**src/rtl/bias_apply_pkg.sv**
```systemverilog
// bias_apply_pkg: shared widths, layer sizes and state encoding for the bias stage.
package bias_apply_pkg;
    localparam int COEFF_WIDTH   = 16;
    localparam int ACC_WIDTH     = 32;
    localparam int OUT_WIDTH     = 16;
    localparam int N_CH_DEF      = 16;
    localparam int FRAME_PIX_DEF = 64;
    typedef enum logic {LOAD = 1'b0, RUN = 1'b1} state_e;
endpackage

```
**src/rtl/bias_apply_sat_add.sv**
```systemverilog
// bias_apply_sat_add: sign-extends accumulator and bias, adds at ACC_W+1 bits, saturates to OUT_W.
module bias_apply_sat_add
    import bias_apply_pkg::*;
#(
    parameter int ACC_W   = ACC_WIDTH,
    parameter int COEFF_W = COEFF_WIDTH,
    parameter int OUT_W   = OUT_WIDTH
) (
    input  logic [ACC_W-1:0]   acc_i,
    input  logic [COEFF_W-1:0] bias_i,
    output logic [OUT_W-1:0]   sum_o
);
    localparam logic signed [ACC_W:0] SMAX = (ACC_W+1)'(2**(OUT_W-1) - 1);
    localparam logic signed [ACC_W:0] SMIN = -SMAX - 1;
    logic signed [ACC_W:0] sum;
    // One extra bit means the raw sum can never wrap before the clamp.
    assign sum   = {acc_i[ACC_W-1], acc_i} + {{(ACC_W+1-COEFF_W){bias_i[COEFF_W-1]}}, bias_i};
    assign sum_o = sum > SMAX ? {1'b0, {(OUT_W-1){1'b1}}} :
                   sum < SMIN ? {1'b1, {(OUT_W-1){1'b0}}} : sum[OUT_W-1:0];
endmodule

```
**src/rtl/bias_apply.sv**
```systemverilog
// bias_apply: loads N_CH biases per frame, then adds them to a channel-interleaved
// accumulator stream and writes saturated results to an ap_fifo.
module bias_apply
    import bias_apply_pkg::*;
#(
    parameter int N_CH      = N_CH_DEF,
    parameter int FRAME_PIX = FRAME_PIX_DEF,
    parameter int COEFF_W   = COEFF_WIDTH,
    parameter int ACC_W     = ACC_WIDTH,
    parameter int OUT_W     = OUT_WIDTH
) (
    input  logic               ap_clk,
    input  logic               ap_rst_n,
    input  logic [COEFF_W-1:0] bias_V_dout,
    input  logic               bias_V_empty_n,
    output logic               bias_V_read,
    input  logic [ACC_W-1:0]   input_V_dout,
    input  logic               input_V_empty_n,
    output logic               input_V_read,
    output logic [OUT_W-1:0]   output_V_din,
    input  logic               output_V_full_n,
    output logic               output_V_write
);
    localparam int CW = $clog2(N_CH);
    localparam int PW = $clog2(FRAME_PIX);
    state_e             state_q, state_d;
    logic [CW-1:0]      ch_q, ch_d;
    logic [PW-1:0]      pix_q, pix_d;
    logic               out_valid_q, out_valid_d;
    logic [OUT_W-1:0]   out_reg_q, out_reg_d, sum;
    logic [COEFF_W-1:0] bank_q [N_CH];
    logic               bias_pop, accept, ch_last, pix_last;

    bias_apply_sat_add #(.ACC_W(ACC_W), .COEFF_W(COEFF_W), .OUT_W(OUT_W)) u_sat (
        .acc_i  (input_V_dout),
        .bias_i (bank_q[ch_q]),
        .sum_o  (sum)
    );

    always_comb begin
        state_d     = state_q;
        ch_d        = ch_q;
        pix_d       = pix_q;
        out_valid_d = out_valid_q;
        out_reg_d   = out_reg_q;
        ch_last     = ch_q == CW'(N_CH - 1);
        pix_last    = pix_q == PW'(FRAME_PIX - 1);
        bias_pop    = state_q == LOAD && bias_V_empty_n;
        accept      = state_q == RUN && input_V_empty_n && (!out_valid_q || output_V_full_n);
        if (bias_pop) begin
            ch_d    = ch_last ? '0 : ch_q + 1'b1;
            state_d = ch_last ? RUN : LOAD;
        end
        if (out_valid_q && output_V_full_n)
            out_valid_d = 1'b0;
        if (accept) begin
            out_valid_d = 1'b1;
            out_reg_d   = sum;
            ch_d        = ch_last ? '0 : ch_q + 1'b1;
            if (ch_last) begin
                pix_d   = pix_last ? '0 : pix_q + 1'b1;
                state_d = pix_last ? LOAD : RUN;
            end
        end
    end

    always_ff @(posedge ap_clk or negedge ap_rst_n) begin
        if (!ap_rst_n) begin
            state_q     <= LOAD;
            ch_q        <= '0;
            pix_q       <= '0;
            out_valid_q <= 1'b0;
            out_reg_q   <= '0;
        end else begin
            state_q     <= state_d;
            ch_q        <= ch_d;
            pix_q       <= pix_d;
            out_valid_q <= out_valid_d;
            out_reg_q   <= out_reg_d;
        end
    end

    // Bank keeps its contents through reset; every frame rewrites it before use.
    always_ff @(posedge ap_clk) begin
        if (bias_pop)
            bank_q[ch_q] <= bias_V_dout;
    end

    // LOAD is the reset state, so the bias pop must be masked while reset is held.
    assign bias_V_read    = bias_pop & ap_rst_n;
    assign input_V_read   = accept;
    assign output_V_write = out_valid_q & output_V_full_n;
    assign output_V_din   = out_reg_q;
endmodule

```
**config.mk**
```make
export PLATFORM = sky130hd
export DESIGN_NAME = bias_apply
export DESIGN_NICKNAME = d
export VERILOG_FILES = /design/src/rtl/bias_apply_pkg.sv /design/src/rtl/bias_apply_sat_add.sv /design/src/rtl/bias_apply.sv
export SDC_FILE = /design/constraint.sdc
export NUM_CORES = 1
export LEC_CHECK = 0
export CAP_MARGIN = 10
export CORE_ASPECT_RATIO = 0.6
export CORE_MARGIN = 4
export CORE_UTILIZATION = 50
export CTS_BUF_LIST = sky130_fd_sc_hd__clkbuf_8
export CTS_CLUSTER_SIZE = 25
export DETAILED_ROUTE_END_ITERATION = 16
export PLACE_DENSITY = 0.69
export SYNTH_ARGS = -nofsm -noshare
export SYNTH_HDL_FRONTEND = slang
export SYNTH_SLANG_ARGS = --single-unit
```
**constraint.sdc**
```tcl
create_clock -name ap_clk -period 11.5 [get_ports ap_clk]
set_input_delay 2.3 -clock ap_clk [delete_from_list [all_inputs] [get_ports ap_clk]]
set_output_delay 2.3 -clock ap_clk [all_outputs]
set_load 0.005 [all_outputs]
```
=== Word level (Yosys, flattened, before mapping) ===
Memories as Yosys holds them, arrays and structs flattened.
Index checks and enable logic that the tools add are counted.

* RAM bits: 256
* Memories kept: 1
* Logic and storage cells: 40
* Output and inout bits: 19
* Flip-flop bits (word level): 28
* Input port bits: 53

{| class="wikitable"
|+ Memory list
! memory !! depth !! width !! rd ports !! clocked after memory_dff !! write ports !! RTL line !! text
|-
| bank_q || 16 || 16 || 1 || 0 || 1 || bias_apply.sv:31 || <nowiki>logic [COEFF_W-1:0] bank_q [N_CH];</nowiki>
|}

* Multiplexer cells: 15
* Reduce and logical (&&, ||, !) cells: 9
* Bitwise logic cells: 3
* Add/subtract/negate cells: 3
* $lt $le $gt $ge: 2
* Equal/unequal tests: 2

{| class="wikitable"
|+ Operators by type and width
! kind !! count
|-
| $add A32 B16 Y33 || 1
|-
| $gt A33 B16 Y1 const B || 1
|-
| $lt A33 B16 Y1 const B || 1
|-
| $mux W16 || 2
|-
| $mux W4 || 3
|-
| $mux W1 || 9
|-
| $add A6 B1 Y6 const B || 1
|-
| $eq A6 B6 Y1 const B || 1
|-
| $mux W6 || 1
|-
| $add A4 B1 Y4 const B || 1
|-
| $eq A4 B4 Y1 const B || 1
|-
| $logic_and A1 B1 Y1 || 4
|-
| $reduce_bool A2 Y1 || 2
|-
| $and A1 B1 Y1 || 2
|-
| $reduce_and A2 Y1 || 1
|-
| $logic_not A1 Y1 || 1
|-
| $logic_or A1 B1 Y1 || 1
|-
| $not A1 Y1 || 1
|}

=== Depth between registers and ports, before layout ===
Gate-level depths: netlist of run 1.

* Depth in word-level cells: 5
* Mapped depth: 19
* Mapped depth without buffers: 15

=== Modules after synthesis ===
From an unflattened synthesis of run 1, not the netlist that was laid out.

* Cells, all modules: 915
* Area, all modules: 13755.7 um^2

{| class="wikitable"
|+ By module, submodules not included
! module !! area an instance (um^2) !! sequential area each (um^2) !! instances !! cells an instance
|-
| bias_apply || 10911.7 || 8388.0 || 1 || 516
|-
| bias_apply_sat_add || 2844.0 || 0.0 || 1 || 399
|}

=== Worst setup path before layout of run 1 ===
OpenSTA, ideal clock, no wires.

* Path kind: register to register
* Start point: reg ch_q[0]
* End point: reg out_reg_q[0], in the netlist output_V_din[0]
* Buffers on the path: 5
* Data arrival time: 5.857 ns
* Slack: 5.563 ns
* Data required time: 11.420 ns
* Stages on the path, launching flop included: 19
* Library setup time: 0.080 ns
* Period minus slack after synthesis: 5.937 ns
* Cells stage by stage: dfrtp_1 > clkbuf_1 > clkbuf_1 > buf_1 > mux4_2 > mux4_2 > ha_1 > buf_6 > nand4_4 > or4_1 > a311oi_2 > a2111o_2 > a21oi_2 > or4_1 > or4_1 > nor4_2 > a31oi_2 > buf_6 > o22ai_2

* Word-level cells in the longest chain between the ends: 5

{| class="wikitable"
|+ Ends and longest elaborated chain
! element !! RTL line !! text
|-
| start, declared || bias_apply.sv:27 || <nowiki>logic [CW-1:0] ch_q, ch_d;</nowiki>
|-
| start signal, assigned || bias_apply.sv:76 || <nowiki>ch_q <= ch_d;</nowiki>
|-
| $mem_v2 Z16 W16 (*) || n/a ||
|-
| $add A32 B16 Y33 (*) || bias_apply_sat_add.sv:17 || <nowiki>assign sum = {acc_i[ACC_W-1], acc_i} + {{(ACC_W+1-COEFF_W){bias_i[COEFF_W-1]}}, bias_i};</nowiki>
|-
| $lt A33 B16 Y1 || bias_apply_sat_add.sv:19 || <nowiki>sum < SMIN ? {1'b1, {(OUT_W-1){1'b0}}} : sum[OUT_W-1:0];</nowiki>
|-
| $mux W16 || bias_apply_sat_add.sv:19 ||
|-
| $mux W16 (*) || bias_apply_sat_add.sv:18 || <nowiki>assign sum_o = sum > SMAX ? {1'b0, {(OUT_W-1){1'b1}}} :</nowiki>
|-
| end signal, assigned || bias_apply.sv:79 || <nowiki>out_reg_q <= out_reg_d;</nowiki>
|-
| end, declared || bias_apply.sv:30 || <nowiki>logic [OUT_W-1:0] out_reg_q, out_reg_d, sum;</nowiki>
|}

Every way passes the cells marked *; elsewhere a longest branch is shown, timed or not.
A chain may end at the register's enable or synchronous reset.

=== Worst setup path in the final report of run 1 ===
* Start point: reg ch_q[0]
* End point: reg out_reg_q[11], in the netlist output_V_din[11]

The elaborated chain is that of the path after synthesis.

==> results.txt, run 1 <==
In this run the horizontal extent of the chip is 217 um. The peak per-stage delay on the critical path came out at 820 ps. The routed design has 32500 um of wire. The cell type of the slowest stage on the worst timing path is buf_4. After clock tree synthesis, the setup repair step added 0 buffers. The areal power density over the cells is 298 nW/um^2. The final setup TNS is 0 ps. Across every metal layer, demand over resource in global routing totals 22.4%.

The worst register-to-register path ends at output_V_din[11]$_DFFE_PN0P_. The relative slew slack is 13.8%. The largest net degree at the start of global routing is 55. The number of H-tree branching levels came out at 2. The die span in y came out at 133 um. In the synthesized netlist the async set-or-reset flop fraction comes to 9.86%.

In this run the critical register-to-register path is launched from ch_q[0]$_DFFE_PN0P_. The static leakage power is 5.03 nW. The type of the worst setup path is flip-flop to flip-flop.

The remaining antenna violation count is 0. The count of standard-cell rows is 45. The area occupied by multi-input gates came out at 4500 um^2. The count of hold buffers inserted by post-cts repair came out at 0. In the global route stage, met3 resource usage came out at 6.95%. STA puts the critical path data required time at 11980 ps.

The first-pass GRT wire length came out at 48100 um. At the worst endpoint, the arrival time is 7360 ps. The number of slew-limit violations in the final report is 0. The library cells used most frequently in the layout, excluding fill and tap cells, are 256 x edfxtp_1, 80 x mux4_2, 70 x clkdlybuf4s50_1. The fraction of final layout cells sized beyond drive strength 1 is 21.0%. The number of synthesized flops with an enable pin is 256. The global routing usage on met1 is 36.5%. The startpoint identified for the worst hold timing path is pix_q[4]$_DFFE_PN0P_.

The max-capacitance violation count is 0. Along the worst path, the maximum fanout reaches 54. The number of DRC markers in iteration 0 is 1039. TritonCTS built the clock tree.

In this run, distinct cell masters in the synthesized netlist total 73. The DRC violation count after routing came out at 0. Dividing the synthesized area by the synthesized cell count gives 16.4 um^2. The total number of yosys warnings came out at 0. In this run the worst hold path is classified as flip-flop to flip-flop.

The total area inside the core boundary comes to 25600 um^2. The worst-case clock skew came out at 33.0 ps. The number of I/O port buffers came out at 71. TritonCTS created 41 clock buffers.

Global routing finished with a remaining overflow of 0. The transition time at the pin with the least slew margin is 1290 ps. The final standard cell area without fillers is 15000 um^2. The number of storage elements in the synthesis netlist is 284.

The count of cells along the worst register-to-register path is 14. The overall die area is 29000 um^2. Along the worst hold path, the cell count comes to 1. The synthesized netlist net count came out at 889. The area added between synthesis and finish is 14.3%. The worst path buffer plus inverter count came out at 1. The number of gates given a new drive strength after cts came out at 0. The average routed wire per standard cell came out at 25.5 um.

STA classifies the critical path endpoint as a flip-flop. The maximum number of buffers from clock root to sink is 3. The most congested layer reported by global routing is met1.

The final critical path time including I/O delays and setup is 6880 ps. The peak supply drop is 0.000146 V. The effective utilization at floorplan came out at 51.3%. The I/O pin count came out at 72.

The initial antenna violation count came out at 0. The path with the worst hold slack has its endpoint at pix_q[4]$_DFFE_PN0P_. The signal on the critical path passes through buf_4 > mux4_2 > mux4_2 > ha_1 > a211o_1 > a21oi_1 > a2111o_1 > nand2_1 > a221oi_1 > xor2_1 > or4b_2 > nor4_2 > a31oi_2 > o22ai_1.

The flow ran to the end, and the final reports show no timing, DRC or antenna violations. The via-per-instance ratio is 6.20. Across the whole layout, storage elements account for 8390 um^2. The met2 routing resource usage after global routing came out at 29.9%. The most numerous cell on the critical path is mux4_2.

Setup violations remaining at the end of the flow were counted as 0. The clock-pin slew of the registers on the worst-case setup and hold paths came out at 70 ps. Setup repair after global routing left no endpoint under its margin. The number of antenna repair diodes is 0.

The worst setup path is launched from a flip-flop. The achievable clock frequency is 145 MHz. For this run, the leading register cell type out of synthesis is edfxtp_1.

The post-placement cell area came out at 14200 um^2. The number of clock sinks is 284. The post-synthesis instance area came out at 13100 um^2. The post-route clock period utilization came out at 59.8%. The library cell used most frequently in the layout, excluding fill and tap cells, is edfxtp_1. The clock latency on the worst-skew pair came out at 570 ps. The net total in the final layout came out at 982.

The proportion of synthesized chip area in sequential cells is 64.0%. The setup slack of the worst register-to-register path came out at 4620 ps. The global placer's final weighted congestion is 0.962. Clock tree synthesis selected as its root buffer the cell clkbuf_8.

The half-perimeter wire length after detailed placement came out at 22200 um. The synthesized instance count is 798. The cell family with the largest share of critical-path delay is compound AO/OA/AOI/OAI gates.

The overall via count from detail_route is 7899. The length of the first detailed-routing pass in iterations is 5. The number of global-route vias before repair came out at 7558. The hold violation count in the final report came out at 0.

After filler insertion, the fill cell instance count of the layout stands at 1955.
worst reg2reg max path, cell delays in order (launching register included):
cell	delay, ps
dfrtp_4	650
buf_4	820
mux4_2	710
mux4_2	530
ha_1	320
a211o_1	300
a21oi_1	470
a2111o_1	330
nand2_1	170
a221oi_1	480
xor2_1	300
or4b_2	740
nor4_2	320
a31oi_2	420
o22ai_1	250
metrics by stage:
step | utilization, % | hold WS, ps | total power (W) | worst slack [ps] | std cells
floorplan | - | 445 | 0.00302 | 5560 | 798
global placement | 55.7 | 462 | 0.00363 | 4790 | 1200
detailed placement | 55.7 | 479 | 0.00367 | 4600 | 1200
CTS | 58.7 | 491 | 0.00442 | 4630 | 1274
global route | 58.7 | 502 | 0.00471 | 4160 | 1274
finish | 58.7 | 490 | 0.00447 | 4620 | 1274
logic make-up (layout without fill, tap and decap cells):
| group | after synthesis | in the layout | share of synthesized area (%) |
|---|---|---|---|
| adder cells (fa/ha/maj) | 38 | 38 | 3.68 |
| buffers and inverters | 53 | 177 | 1.90 |
| XOR/XNOR | 25 | 25 | 1.73 |
| AO/OA/AOI/OAI | 144 | 144 | 7.99 |
| AND/OR/NAND/NOR | 171 | 171 | 6.75 |
| flip-flops | 284 | 284 | 64.0 |
| multiplexers | 83 | 83 | 14.0 |
area by class of cell:
| type | count | area share [%] |
|---|---|---|
| multi-input combinational | 461 | 30.0 |
| inverter | 10 | 0.250 |
| clock buffer | 43 | 3.95 |
| sequential | 284 | 56.0 |
| tap | 352 | 2.94 |
| timing repair buffer | 93 | 5.81 |
| clock inverter | 31 | 1.07 |
power by group:
group | leakage [nW] | switching [W] | internal (W)
Sequential | 2.61 | 0.0000855 | 0.00122
Clock | 0.406 | 0.000381 | 0.000371
Combinational | 2.01 | 0.00145 | 0.000966
synthesized netlist by cell type (all sizes together) (2+ instances only):
library cell    n  share of area (%)
a21o            9               0.52
nand3          15               0.57
and4            4               0.27
a311oi          3               0.25
or2             5               0.24
nand4          14               0.83
mux2            3               0.26
nor2           48                1.4
a221oi          3               0.20
o21ai          32                1.2
nor4            2               0.14
nand2b          7               0.33
o211a           2               0.15
buf            20               0.95
or4b            2               0.15
and2            9               0.43
a21oi          30                1.3
mux4           80                 14
xor2           11               0.73
xnor2          14               0.99
o22ai          17                1.3
o2111ai         5               0.38
a31oi           5               0.29
nand2          35                1.0
edfxtp        256                 59
o21a            9               0.52
or4             4               0.23
a31o            2               0.13
or3             3               0.14
a211oi          5               0.29
a2111o          2               0.18
o211ai          5               0.29
nor2b           6               0.29
a211o           2               0.13
inv            10               0.29
ha             37                3.5
and3            2              0.095
clkbuf         23               0.66
dfrtp          28                5.3
nor3           12               0.46
o31ai           3               0.21
state kept, by name (all words and copies together) (netlist names):
register	count
out_valid_q	1
bank_q	256
pix_q	6
ch_q	4
output_V_din	16
state_q	1
worst max path at each step:
stage,start,end,cells past startpoint
floorplan,ch_q[0]$_DFFE_PN0P_,output_V_din[0]$_DFFE_PN0P_,18
global placement,ch_q[0]$_DFFE_PN0P_,output_V_din[11]$_DFFE_PN0P_,14
detailed placement,ch_q[0]$_DFFE_PN0P_,output_V_din[8]$_DFFE_PN0P_,14
CTS,ch_q[0]$_DFFE_PN0P_,output_V_din[11]$_DFFE_PN0P_,14
global route,ch_q[0]$_DFFE_PN0P_,output_V_din[8]$_DFFE_PN0P_,14
finish,ch_q[0]$_DFFE_PN0P_,output_V_din[11]$_DFFE_PN0P_,14
per-layer routing:
layer	vias up	routed length [um]
li1	3439	-
met1	4042	15100
met2	386	13400
met3	32	3690
met4	0	334
met5	-	0
No activity file was read; power rests on OpenSTA's default activity.
==> inputs of run 2 (changes only) <==
--- a/config.mk
+++ b/config.mk
@@ -12,7 +12,7 @@
 export CTS_BUF_LIST = sky130_fd_sc_hd__clkbuf_8
 export CTS_CLUSTER_SIZE = 25
 export DETAILED_ROUTE_END_ITERATION = 16
-export PLACE_DENSITY = 0.69
+export PLACE_DENSITY = 0.71
 export SYNTH_ARGS = -nofsm -noshare
 export SYNTH_HDL_FRONTEND = slang
 export SYNTH_SLANG_ARGS = --single-unit
==> constraint.sdc (replaced) <==
create_clock -name ap_clk -period 6.27 [get_ports ap_clk]
set_input_delay 1.254 -clock ap_clk [delete_from_list [all_inputs] [get_ports ap_clk]]
set_output_delay 1.254 -clock ap_clk [all_outputs]
set_load 0.005 [all_outputs]
==> run 2 against run 1 <==
Routed wire length rose by 0.64%. Total power rose by 86%. Combinational power grew 86%. Die area is the same. Clock power is 94% higher. Critical endpoint is now output_V_din[8]$_DFFE_PN0P_. Largest power group unchanged.
==> results.txt, run 2 (synthesized netlist as in run 1, its figures left out) <==
Run status: finished clean (unchanged). The largest fanout on the critical path is 17 (was 54). The total track usage was 22.5% (was 22.4%). The area occupied by multi-input gates is 4530 um^2 (was 4500 um^2).

The maximum number of buffers from clock root to sink came out at 3 (unchanged). The global placer's final weighted congestion came to 0.959 (was 0.962). The number of slew-limit violations in the final report came to 0 (unchanged). The overall via count from detail_route was 7976 (was 7899). The most common cell after layout, fill and taps aside was edfxtp_1 (unchanged). The area added between synthesis and finish came to 16.2% (was 14.3%). The hold path startpoint is pix_q[4]$_DFFE_PN0P_ (unchanged). The path category of the worst min-delay check is flip-flop to flip-flop (unchanged). The final critical path time including I/O delays and setup came out at 5830 ps (was 6880 ps). The hold violation count in the final report came out at 0 (unchanged). The post-route clock period utilization came out at 93.0% (was 59.8%). The cell type of the slowest stage on the worst timing path is mux4_2 (was buf_4).

The I/O pin count is 72 (unchanged). The achievable clock frequency is 171 MHz (was 145 MHz). The flip-flop count of the largest register after layout came out at 256 (unchanged). The register containing the most flip-flops in the final layout is bank_q (unchanged). The number of H-tree branching levels is 2 (unchanged). The core region area is 25600 um^2 (unchanged). The first-pass GRT wire length was 48500 um (was 48100 um). The clock latency on the worst-skew pair was 560 ps (was 570 ps).

The overall die area was 29000 um^2 (unchanged). The routed wire length came out at 32700 um (was 32500 um). The relative slew slack is 31.3% (was 13.8%). The static leakage power is 5.17 nW (was 5.03 nW).

Most frequent cells in the layout: 256 x edfxtp_1, 80 x mux4_2, 70 x clkdlybuf4s50_1 (unchanged). The number of DRC markers in iteration 0 came to 1220 (was 1039). The average routed wire per standard cell is 25.3 um (was 25.5 um). The count of standard-cell rows came out at 45 (unchanged). The initial antenna violation count is 0 (unchanged). The number of global-route vias before repair was 7558 (unchanged). The nature of the critical path startpoint is a flip-flop (unchanged).

The type of the worst setup path is flip-flop to flip-flop (unchanged). The die span in y is 133 um (unchanged). The remaining global-route overflow is 0 (unchanged). The met2 routing resource usage after global routing is 28.9% (was 29.9%).

The number of I/O port buffers is 71 (unchanged). The number of endpoints failing setup at the final stage is 0 (unchanged). The required time of the worst setup path is 6730 ps (was 11980 ps). The number of clock sinks is 284 (unchanged).

The master cell of the clock root buffer is clkbuf_8 (unchanged). The peak per-stage delay on the critical path came out at 730 ps (was 820 ps). The worst path buffer plus inverter count is 0 (was 1). The chip width came out at 217 um (unchanged). The post-route worst hold slack came to 487 ps (was 490 ps). The max-capacitance violation count is 0 (unchanged). The total of fill cells in the finished design is 1928 (was 1955). The cell family with the largest share of critical-path delay was simple AND/OR/NAND/NOR gates (was compound AO/OA/AOI/OAI gates).

The effective utilization at floorplan is 51.3% (unchanged). The worst-case clock skew was 20.7 ps (was 33.0 ps). The number of antenna repair diodes is 0 (unchanged). The DRC violation count after routing came out at 0 (unchanged).

The half-perimeter wire length after detailed placement is 22600 um (was 22200 um). The total clock buffers created by CTS was 42 (was 41). The clock-pin slew of the registers on the worst-case setup and hold paths is 70 ps (about the same). The met3 layer usage reported by global route was 7.32% (was 6.95%). The areal power density over the cells was 547 nW/um^2 (was 298 nW/um^2). The worst endpoint data arrival time came out at 6300 ps (was 7360 ps). Ordered list of cells on the worst path: mux4_2 > mux4_2 > ha_1 > nand4_4 > or4_1 > a311oi_2 > a2111o_2 > a21oi_2 > or4_1 > or4_1 > nor4_2 > a31oi_2 > o22ai_1 (was buf_4 > mux4_2 > mux4_2 > ha_1 > a211o_1 > a21oi_1 > a2111o_1 > nand2_1 > a221oi_1 > xor2_1 > or4b_2 > nor4_2 > a31oi_2 > o22ai_1). Unrepaired setup endpoints after global routing: no (unchanged). The most numerous cell on the critical path is or4_1 (was mux4_2). The most congested layer reported by global routing is met1 (unchanged). The via-per-instance ratio came to 6.16 (was 6.20). The peak supply drop came to 0.000249 V (was 0.000146 V). The final setup TNS came out at 0 ps (unchanged).

The startpoint of the most critical setup path was ch_q[0]$_DFFE_PN0P_ (unchanged). The remaining antenna violation count is 0 (unchanged). The endpoint kind of the worst setup timing path is a flip-flop (unchanged).

The clock tree from TritonCTS is done (unchanged). The largest net degree at the start of global routing came to 36 (was 55). The number of gates given a new drive strength after cts is 0 (unchanged).

The global routing usage on met1 is 37.6% (was 36.5%). The combined flip-flop and latch cell area is 8390 um^2 (unchanged). The fraction of final layout cells sized beyond drive strength 1 came out at 24.6% (was 21.0%).

The startpoint of the lowest-slack register-to-register path is ch_q[0]$_DFFE_PN0P_ (unchanged). The transition time at the pin with the least slew margin is 1030 ps (was 1290 ps). The length of the first detailed-routing pass in iterations is 7 (was 5). The net total in the final layout was 1001 (was 982).
run 2: cell count changes in the layout (fill, tap and decap cells not counted), sizes merged:
cell / change
bufinv: +1
clkinvlp: -1
inv: -1
clkbuf: +2
clkinv: +2
buf: +18
run 2: layer usage:
layer	part of all wire, %	wire [um]	up-vias
met5	0	0	-
met3	13	4390	40
met1	46	14900	3989
li1	-	-	3476
met4	1.3	430	0
met2	40	13000	471
run 2: path summary, 6_finish.rpt:
check,endpoint,slack (ps),cells past startpoint
worst max-delay path,output_V_din[8]$_DFFE_PN0P_,440,13
worst min-delay path,pix_q[4]$_DFFE_PN0P_,490,1
worst max register to register,output_V_din[8]$_DFFE_PN0P_,440,13
worst min register to register,pix_q[4]$_DFFE_PN0P_,490,1
max in group asynchronous,ch_q[0]$_DFFE_PN0P_,5140,2
min in group asynchronous,output_V_din[1]$_DFFE_PN0P_,740,2
run 2: timing repair:
action,4_1_cts,5_1_grt
hold endpoints to repair,0,0
setup endpoints to repair,0,15
hold buffers,0,0
buffers inserted,0,1
run 2: power by group:
group | internal [W] | switching [W] | total [W]
sequential | 0.00223 | 0.000132 | 0.00237
clock | 0.000751 | 0.000710 | 0.00146
combinational | 0.00187 | 0.00264 | 0.00451
total | 0.00486 | 0.00348 | 0.00834
run 2: layout make-up:
class                           count  area share [%]
Inverter                           10           0.246
Timing Repair Buffer              111            6.76
Sequential cell                   284            55.1
Multi-Input combinational cell    461            29.7
Tap cell                          352            2.89
Clock buffer                       45            4.06
Clock inverter                     32            1.26
run 2: stage by stage:
step / utilization, % / std cells / power (W) / instance area [um^2] / setup WS [ps]
floorplan: - / 798 / 0.00554 / 13100 / 333
global placement: 56.4 / 1217 / 0.00671 / 14400 / 433
detailed placement: 56.4 / 1217 / 0.00675 / 14400 / 325
CTS: 59.6 / 1294 / 0.00823 / 15200 / 298
global route: 59.6 / 1295 / 0.00879 / 15200 / 55.1
finish: 59.6 / 1295 / 0.00834 / 15200 / 436
==> inputs of run 3 (changes only) <==
--- a/config.mk
+++ b/config.mk
@@ -12,6 +12,7 @@
 export CTS_BUF_LIST = sky130_fd_sc_hd__clkbuf_8
 export CTS_CLUSTER_SIZE = 25
 export DETAILED_ROUTE_END_ITERATION = 16
+export GPL_ROUTABILITY_DRIVEN = 0
 export PLACE_DENSITY = 0.71
 export SYNTH_ARGS = -nofsm -noshare
 export SYNTH_HDL_FRONTEND = slang
==> run 3 against run 2 <==
Clock skew rose by 16 ps. Die area did not move. Register-to-register slack got worse by 50 ps. Sequential power rose by 2%. Combinational power fell by 4%. Via count fell by 1.1%. Fmax fell by 0.87%. Total power fell by 1.6%. Critical path type unchanged. Largest cell class unchanged.
==> results.txt, run 3 (synthesized netlist as in run 1, its figures left out) <==
The placed instance count came out at 1209 (was 1217). The final cell count without fillers came out at 1281 (was 1295). The nature of the critical path startpoint is a flip-flop (unchanged). The number of clock sinks came to 284 (unchanged). The final standard cell area without fillers came out at 15200 um^2 (about the same). The number of DRC markers in iteration 0 came to 1019 (was 1220). The number of slew-limit violations in the final report came out at 0 (unchanged). The DRC violation count after routing came out at 0 (unchanged). The reg-to-reg critical path endpoint is output_V_din[10]$_DFFE_PN0P_ (was output_V_din[8]$_DFFE_PN0P_). The largest fanout on the critical path came out at 29 (was 17). The chip width was 217 um (unchanged).

The count of hold buffers inserted by post-cts repair came out at 0 (unchanged). The capturing instance or port of the critical path is output_V_din[10]$_DFFE_PN0P_ (was output_V_din[8]$_DFFE_PN0P_). The achievable clock frequency is 170 MHz (was 171 MHz). The core region area came out at 25600 um^2 (unchanged). Ordered list of cells on the worst path: buf_4 > buf_4 > mux4_2 > mux4_2 > ha_1 > a21oi_2 > nand2_1 > a221oi_1 > nand2_1 > a221oi_1 > xor2_1 > or4b_2 > nor4_2 > a31oi_2 > o22ai_1 (was mux4_2 > mux4_2 > ha_1 > nand4_4 > or4_1 > a311oi_2 > a2111o_2 > a21oi_2 > or4_1 > or4_1 > nor4_2 > a31oi_2 > o22ai_1).

The number of H-tree branching levels came out at 2 (unchanged). The total track usage came out at 22.5% (about the same). The length of the first detailed-routing pass in iterations is 5 (was 7). The endpoint kind of the worst setup timing path is a flip-flop (unchanged). The die span in y is 133 um (unchanged). The count of standard-cell rows is 45 (unchanged).

The clock network fraction of design power is 17.6% (was 17.5%). The clock tree from TritonCTS was done (unchanged). The clock-pin slew of the registers on the worst-case setup and hold paths came out at 70 ps (about the same). The final setup TNS came out at 0 ps (unchanged). The setup slack of the worst register-to-register path came out at 380 ps (was 440 ps). The max-capacitance violation count is 0 (unchanged). The required time of the worst setup path is 6750 ps (was 6730 ps). Most frequent cells in the layout: 256 x edfxtp_1, 80 x mux4_2, 70 x clkdlybuf4s50_1 (unchanged). Unrepaired setup endpoints after global routing: no (unchanged). The combinational power share is 53.0% (was 54.1%).

The net total in the final layout was 991 (was 1001). The largest net degree at the start of global routing came out at 35 (was 36). The post-placement cell area came out at 14400 um^2 (about the same). The routed wire length is 32500 um (was 32700 um). The register containing the most flip-flops in the final layout is bank_q (unchanged).

The worst-case clock skew came out at 37.0 ps (was 20.7 ps). The cell type of the slowest stage on the worst timing path is dfrtp_4 (was mux4_2). The remaining antenna violation count came to 0 (unchanged).

The remaining global-route overflow came out at 0 (unchanged). The startpoint of the lowest-slack register-to-register path is ch_q[1]$_DFFE_PN0P_ (was ch_q[0]$_DFFE_PN0P_). The overall die area was 29000 um^2 (unchanged). The total of fill cells in the finished design came out at 1981 (was 1928). The peak per-stage delay on the critical path came to 730 ps (about the same). The overall via count from detail_route came out at 7889 (was 7976). Run status: finished clean (unchanged). The number of global-route vias before repair is 7598 (was 7558). The effective utilization at floorplan came out at 51.3% (unchanged). The hold violation count in the final report came out at 0 (unchanged). The clock latency on the worst-skew pair came to 570 ps (was 560 ps).

The number of endpoints failing setup at the final stage is 0 (unchanged). The areal power density over the cells came out at 542 nW/um^2 (was 547 nW/um^2). The worst endpoint data arrival time is 6360 ps (was 6300 ps). The post-route clock period utilization is 93.9% (was 93.0%). The transition time at the pin with the least slew margin came out at 980 ps (was 1030 ps). The relative slew slack came out at 34.4% (was 31.3%).

The final critical path time including I/O delays and setup is 5890 ps (was 5830 ps). The number of I/O port buffers is 71 (unchanged). The startpoint of the most critical setup path is ch_q[1]$_DFFE_PN0P_ (was ch_q[0]$_DFFE_PN0P_). The maximum number of buffers from clock root to sink came to 3 (unchanged). The half-perimeter wire length after detailed placement is 22100 um (was 22600 um). The average routed wire per standard cell came to 25.4 um (was 25.3 um).

The internal power is 0.00481 W (was 0.00486 W). The type of the worst setup path is flip-flop to flip-flop (unchanged). The switching share of power came out at 41.4% (was 41.8%).

The static leakage power was 5.10 nW (was 5.17 nW). The first-pass GRT wire length came to 48600 um (was 48500 um). The proportion of power drawn by flip-flops and latches is 29.3% (was 28.4%).

The number of antenna repair diodes is 0 (unchanged). The most common cell after layout, fill and taps aside is edfxtp_1 (unchanged). The fraction of final layout cells sized beyond drive strength 1 was 23.1% (was 24.6%). The initial antenna violation count came to 0 (unchanged). The count of cells along the worst register-to-register path is 15 (was 13). The flip-flop count of the largest register after layout is 256 (unchanged). The via-per-instance ratio came out at 6.16 (about the same). The post-route worst hold slack is 492 ps (was 487 ps). The peak supply drop was 0.000226 V (was 0.000249 V). The I/O pin count is 72 (unchanged). The area added between synthesis and finish was 15.5% (was 16.2%). The path category of the worst min-delay check is flip-flop to flip-flop (unchanged). The total clock buffers created by CTS came out at 40 (was 42).

The net load switching power came out at 0.00340 W (was 0.00348 W). The master cell of the clock root buffer was clkbuf_8 (unchanged).
==> run 3: cell type report <==
| type | count | area (um^2) | area share, % |
|---|---|---|---|
| multi-input combinational | 461 | 4530 | 29.9 |
| tap | 352 | 440 | 2.91 |
| sequential | 284 | 8400 | 55.4 |
| clock inverter | 29 | 199 | 1.31 |
| clock buffer | 42 | 578 | 3.81 |
| inverter | 10 | 37.5 | 0.248 |
| timing repair buffer | 103 | 971 | 6.41 |
==> run 3: what timing repair did <==
action | CTS | global route
setup buffers | 0 | 1
gates resized for setup | 0 | 1
endpoints found under the hold margin | 0 | 0
setup endpoints to repair | 0 | 15
==> run 3: metal layers <==
layer	GRT usage [%]	wire length, um	vias to the layer above
li1	-	-	3447
met1	37.4	15100	3958
met3	6.52	3750	33
met4	4.13	367	0
met2	29.4	13300	451
met5	0	0	-
==> run 3: power groups by stage <==
stage	sequential [W]	clock, W	combinational (W)
global placement	0.00246	0	0.00415
finish	0.00241	0.00145	0.00435
CTS	0.00244	0.00148	0.00420
floorplan	0.00231	0	0.00323
detailed placement	0.00247	0	0.00418
global route	0.00243	0.00158	0.00464
==> run 3: critical path: cells and delay by family, from the launching register on <==
| family | cells | cell delay, ps |
|---|---|---|
| AOI/OAI and AO/OA | 5 | 1740 |
| xor gates and xnor gates | 1 | 160 |
| adders and majority gates | 1 | 410 |
| buffers and inverters | 2 | 520 |
| DFF | 1 | 730 |
| muxes | 2 | 850 |
| and+or+nand+nor | 4 | 1380 |
==> run 3: metrics by stage <==
step	util, %	setup WS [ps]	power, W
2_1_floorplan	-	333	0.00554
5_1_grt	59.3	28.5	0.00865
3_3_place_gp	56.2	341	0.00661
3_5_place_dp	56.2	218	0.00666
4_1_cts	59.2	222	0.00812
6_report	59.3	385	0.00821
==> run 3: how the worst min path moves through the flow <==
stage | endpoint | cells past startpoint | from | slack, ps
3_5_place_dp | pix_q[4]$_DFFE_PN0P_ | 1 | pix_q[4]$_DFFE_PN0P_ | 470
4_1_cts | pix_q[4]$_DFFE_PN0P_ | 1 | pix_q[4]$_DFFE_PN0P_ | 480
2_1_floorplan | pix_q[5]$_DFFE_PN0P_ | 1 | pix_q[5]$_DFFE_PN0P_ | 440
5_1_grt | pix_q[5]$_DFFE_PN0P_ | 1 | pix_q[5]$_DFFE_PN0P_ | 520
3_3_place_gp | pix_q[4]$_DFFE_PN0P_ | 1 | pix_q[4]$_DFFE_PN0P_ | 470
6_report | pix_q[4]$_DFFE_PN0P_ | 1 | pix_q[4]$_DFFE_PN0P_ | 490
